--- src/rtl/controller_fsm.sv ---
// controller_fsm: multi-cycle control unit for the 10-bit processor.
// Sequences IR, register file, A/G ALU registers and the shared bus through T0..T3.
//
// Ports:
//   CLKb    in   processor clock, state advances on the falling edge
//   Clear   in   asynchronous active-high reset
//   Exec    in   execute request, honoured only in T0
//   INST    in   IR contents: [9:8] Rx, [7:6] Ry, [7:4] imm, [3:0] opcode
//   IR_En   out  IR load enable
//   Rin     out  one-hot register-file write enable
//   Rout    out  one-hot register-file bus drive
//   Ain     out  load A from bus
//   Gin     out  load G from ALU
//   Gout    out  G drives bus
//   ExtEn   out  external data drives bus
//   ImmEn   out  immediate drives bus
//   Imm     out  zero-extended 4-bit immediate
//   ALUcont out  ALU operation (opcode)
//   Done    out  final-timestep pulse
//   Tstep   out  current timestep
module controller_fsm (
  input  logic       CLKb,
  input  logic       Clear,
  input  logic       Exec,
  input  logic [9:0] INST,
  output logic       IR_En,
  output logic [3:0] Rin,
  output logic [3:0] Rout,
  output logic       Ain,
  output logic       Gin,
  output logic       Gout,
  output logic       ExtEn,
  output logic       ImmEn,
  output logic [9:0] Imm,
  output logic [3:0] ALUcont,
  output logic       Done,
  output logic [1:0] Tstep
);

  typedef enum logic [1:0] {StT0 = 2'd0, StT1 = 2'd1, StT2 = 2'd2, StT3 = 2'd3} state_e;

  localparam logic [3:0] OpLoad = 4'h0;
  localparam logic [3:0] OpCopy = 4'h1;
  localparam logic [3:0] OpAdd  = 4'h2;
  localparam logic [3:0] OpSub  = 4'h3;
  localparam logic [3:0] OpInv  = 4'h4;
  localparam logic [3:0] OpFlp  = 4'h5;
  localparam logic [3:0] OpAnd  = 4'h6;
  localparam logic [3:0] OpOr   = 4'h7;
  localparam logic [3:0] OpXor  = 4'h8;
  localparam logic [3:0] OpAddi = 4'h9;
  localparam logic [3:0] OpSubi = 4'hA;

  state_e     state_q, state_d;
  logic [3:0] op;
  logic [3:0] rx_oh, ry_oh;
  logic       is_load, is_copy, is_bin, is_un, is_imm;

  assign op      = INST[3:0];
  assign rx_oh   = 4'b0001 << INST[9:8];
  assign ry_oh   = 4'b0001 << INST[7:6];
  assign is_load = (op == OpLoad);
  assign is_copy = (op == OpCopy);
  assign is_bin  = (op == OpAdd) || (op == OpSub) || (op == OpAnd) || (op == OpOr) ||
                   (op == OpXor);
  assign is_un   = (op == OpInv) || (op == OpFlp);
  assign is_imm  = (op == OpAddi) || (op == OpSubi);

  assign Imm     = {6'b0, INST[7:4]};
  assign ALUcont = op;
  assign Tstep   = state_q;

  always_ff @(negedge CLKb or posedge Clear) begin
    if (Clear) begin
      state_q <= StT0;
    end else begin
      state_q <= state_d;
    end
  end

  always_comb begin
    state_d = state_q;
    IR_En   = 1'b0;
    Rin     = 4'b0;
    Rout    = 4'b0;
    Ain     = 1'b0;
    Gin     = 1'b0;
    Gout    = 1'b0;
    ExtEn   = 1'b0;
    ImmEn   = 1'b0;
    Done    = 1'b0;
    unique case (state_q)
      StT0: begin
        // Clear already forces T0; gating here keeps IR_En low during reset.
        IR_En = Exec & ~Clear;
        if (Exec) state_d = StT1;
      end
      StT1: begin
        if (is_load) begin
          ExtEn   = 1'b1;
          Rin     = rx_oh;
          Done    = 1'b1;
          state_d = StT0;
        end else if (is_copy) begin
          Rout    = ry_oh;
          Rin     = rx_oh;
          Done    = 1'b1;
          state_d = StT0;
        end else if (is_bin || is_imm) begin
          Rout    = rx_oh;
          Ain     = 1'b1;
          state_d = StT2;
        end else if (is_un) begin
          Rout    = ry_oh;
          Ain     = 1'b1;
          state_d = StT2;
        end else begin
          Done    = 1'b1;
          state_d = StT0;
        end
      end
      StT2: begin
        if (is_bin) begin
          Rout    = ry_oh;
          Gin     = 1'b1;
          state_d = StT3;
        end else if (is_imm) begin
          ImmEn   = 1'b1;
          Gin     = 1'b1;
          state_d = StT3;
        end else if (is_un) begin
          Gin     = 1'b1;
          state_d = StT3;
        end else begin
          // Unreachable with a stable IR; recover to idle.
          state_d = StT0;
        end
      end
      StT3: begin
        Gout    = 1'b1;
        Rin     = rx_oh;
        Done    = 1'b1;
        state_d = StT0;
      end
      default: state_d = StT0;
    endcase
  end

endmodule
--- config.mk ---
export PLATFORM = sky130hd
export DESIGN_NAME = controller_fsm
export DESIGN_NICKNAME = d
export VERILOG_FILES = /design/src/rtl/controller_fsm.sv
export SDC_FILE = /design/constraint.sdc
export NUM_CORES = 1
export LEC_CHECK = 0
export ABC_AREA = 1
export CAP_MARGIN = 20
export CELL_PAD_IN_SITES_DETAIL_PLACEMENT = 0
export CELL_PAD_IN_SITES_GLOBAL_PLACEMENT = 1
export CORE_ASPECT_RATIO = 0.9
export CORE_MARGIN = 2
export CORE_UTILIZATION = 22
export CTS_BUF_LIST = sky130_fd_sc_hd__clkbuf_2
export CTS_CLUSTER_DIAMETER = 100
export DETAILED_ROUTE_END_ITERATION = 7
export PLACE_DENSITY_LB_ADDON = 0.1
export SYNTH_ARGS = -nofsm -noshare
export SYNTH_HDL_FRONTEND = slang
export SYNTH_SLANG_ARGS = --single-unit
--- constraint.sdc ---
create_clock -name CLKb -period 2.8 [get_ports CLKb]
set_clock_uncertainty 0.1 [all_clocks]
set_input_delay 0.84 -clock CLKb [delete_from_list [all_inputs] [get_ports CLKb]]
set_output_delay 0.84 -clock CLKb [all_outputs]
set_load 0.02 [all_outputs]
; ---- Word level (Yosys, flattened, before mapping)
; Cells that the tools add are included.
[classes]
mux = 38
eq_ne = 14
bitwise = 2
reduce_logical = 9
shifts = 2
[op_table]
columns = operator, n
row1 = 4-bit two-way mux, 7
row2 = 1-bit two-way mux, 19
row3 = "4-bit by 3-bit equality test with 1-bit output, second input constant", 4
row4 = 2-bit two-way mux, 8
row5 = 4-bit case mux with 2 select lines, 2
row6 = "4-bit equality test, second input constant", 3
row7 = "4-bit by 2-bit equality test with 1-bit output, second input constant", 2
row8 = 2-bit case mux with 4 select lines, 1
row9 = "1-bit by 2-bit left shift with 4-bit output, first input constant", 2
row10 = 1-bit logical OR, 7
row11 = "2-bit equality test, second input constant", 2
row12 = "4-bit by 1-bit equality test with 1-bit output, second input constant", 1
row13 = 4-bit zero test, 1
row14 = "2-bit by 1-bit equality test with 1-bit output, second input constant", 1
row15 = 2-bit zero test, 1
row16 = "2-bit inequality test, second input constant", 1
row17 = 1-bit case mux with 2 select lines, 1
row18 = 1-bit bitwise AND, 1
row19 = 1-bit inverter, 1
[totals]
output_inout_bits = 31
ff_bits = 2

; ---- Logic depth before layout (Yosys ltp)
[logic_depth]
ltp_word = 10
depth_mapped = 8

==> metrics <==
WS Path Type=reg -> out; gr usage total=12.83%; drc violations=0; final wirelength=1822 um; placed standard-cell area=1255 um2; unrepaired setup endpoints after global routing=yes; fin area=1473 um2; Worst setup SP type=flip-flop; hold crit path type=reg -> reg; H-tree depth=1; Synth cell types=16; Nets=187; GP Congestion=0.7808; Synth top area share=18.79%; nature of the critical path endpoint=output port; clk buf depth=2; initial antenna violation count=0; Most used DFF post-synth=dfrtn_1; Starting Density=23.48%; required time of the critical path=1.86 ns; vias=802; Mapped Cells=106; PD cells=524.7 nW/um2; met2 wire len=995 um; synth top area cells=nand2_1 19%, buf_4 18%, inv_1 11%, dfrtn_1 8.6%, ha_1 8.6%; routed len/inst=9.296 um; Syn Area/Cell=5.465 um2; Diodes inserted=0; number of synthesized flops with an enable pin=0; wl on met1=736 um; violated checks=setup timing; DIE AREA=3060 um2; FFs w/ async S/R, synth=100.0%; I/O Pins=44; number of max-cap violations=0; Internal=405.9 uW; CTS Buf Count=3; first-pass GRT wire length=3077 um; Worst-path clk slew=0.02 ns; Clock power frac=5.8%; post-synthesis sequential area ratio=8.639%; Place WS=-1.299 ns; 1st-iter DRT viols=6; largest net degree at the start of global routing=7; number of flip-flops in the largest register=2; most numerous cell in the Yosys netlist=nand2_1; outcome=finished with violations; Die Width=58.09 um; clock latency on the worst-skew pair=0.19 ns; metal3 WL=90 um; Synth top cells by count=29 x nand2_1, 17 x inv_1, 14 x buf_4; # port buffers=33; Fin. Hold Viols=0; post-route ant nets=0; Slew Viols, Final=0; Cell Area, Synth=579.3 um2; Power, Total=772.7 uW; Die Y=52.68 um; layout cells sized above 1=61.90%; P_sw=366.8 uW; number of global-route vias before repair=763; WP data arrival=2.82 ns; #FFs+latches synth=2; floorplan row count=17; # clock sinks=2; DR top layer=met3; Vias per Instance=4.092; Post-DP HPWL=1472 um; area leader, netlist=nand2_1; first-pass detailed-route iteration total=2; Max rail drop VDD=541.5 uV; GRT overflow=0; clock root buffer=clkbuf_2; P_leak=0.7259 nW; Seq pwr share=8.0%; yosys warns=0; Gate power share=86.2%; filler instances=240; Area Overhead vs Synth=154.2%; setup ws final=-0.9554 ns; sw frac=47.47%; clock tree from TritonCTS=built; Finish-stage setup viols=19; core area=2467 um2; worst-path fanout max=5
per-layer routing:
metal | global-route usage, % | vias to the layer above
met4 | 5.039 | 0
met1 | 14.45 | 355
met2 | 24.05 | 18
met3 | 1.975 | 0
li1 | - | 429
met5 | 0 | -
metrics by stage:
| step | hold slack (ns) | cells | setup TNS [ns] | util (%) |
|---|---|---|---|---|
| detailed placement | 0.5867 | 185 | -22.40 | 50.86 |
| CTS | 0.5895 | 193 | -15.17 | 56.49 |
| finish | 0.5786 | 196 | -14.66 | 59.69 |
| floorplan | 0.6261 | 111 | -11.29 | - |
| global route | 0.6268 | 196 | -15.91 | 59.69 |
| global placement | 0.5700 | 185 | -22.13 | 50.86 |
path summary, 6_finish.rpt:
check,start,slack (ns),to,cells past startpoint
min reg2reg,Tstep[0]$_DFFE_NP0P_,0.58,Tstep[0]$_DFFE_NP0P_,2
max reg2reg,Tstep[0]$_DFFE_NP0P_,1.27,Tstep[1]$_DFFE_NP0P_,8
max in group asynchronous,Clear,0.38,Tstep[1]$_DFFE_NP0P_,2
max,Tstep[0]$_DFFE_NP0P_,-0.96,Rout[0],5
min in group asynchronous,Clear,2.08,Tstep[0]$_DFFE_NP0P_,2
min,Tstep[0]$_DFFE_NP0P_,0.58,Tstep[0]$_DFFE_NP0P_,2
timing repair:
item	CTS	global route
resized for setup	146	19
pin swaps	14	5
hold buffers	0	0
setup buffers	7	5
setup endpoints to repair	25	19
kinds of logic after synthesis:
family / after synthesis / synth area share [%]
other: 1 / 0.6473
adders and majority gates: 4 / 8.640
and+or+nand+nor: 56 / 42.76
DFF: 2 / 8.640
AOI/OAI and AO/OA: 8 / 7.559
buffers and inverters: 35 / 31.75
power by group through the flow:
stage          clock network, mW  registers, mW  logic, mW
5_1_grt                   0.0483         0.0640      0.716
3_5_place_dp                   0         0.0610      0.501
6_report                  0.0450         0.0620      0.666
4_1_cts                   0.0488         0.0624      0.619
3_3_place_gp                   0         0.0609      0.496
2_1_floorplan                  0         0.0752      0.278
placed cells by master, fill, tap and decap left out, drive strengths merged:
cell / netlist / routed
a21oi: 5 / 5
buf: 14 / 56
clkbuf: 0 / 3
clkdlybuf4s50: 0 / 9
clkinv: 1 / 1
conb: 1 / 6
dfrtn: 2 / 2
dlygate4sd2: 0 / 3
ha: 4 / 4
inv: 20 / 20
nand2: 32 / 32
nand3: 8 / 8
nor2: 12 / 12
nor3: 4 / 4
o21ai: 3 / 3
layout make-up:
| class | count | area (um2) | share of cell area (%) |
|---|---|---|---|
| timing repair buffer | 68 | 653.1 | 44.35 |
| multi-input combinational | 74 | 615.6 | 41.80 |
| inverter | 21 | 103.9 | 7.052 |
| sequential | 2 | 50.05 | 3.398 |
| tap | 28 | 35.03 | 2.379 |
| clock buffer | 3 | 15.01 | 1.020 |
worst max-delay path: stages, from the launching register on:
cell and delay (ns):
dfrtn_1 0.54, inv_2 0.11, ha_4 0.29, inv_4 0.06, a21oi_4 0.11, buf_6 0.13
No activity file was read; power rests on OpenSTA's default activity.
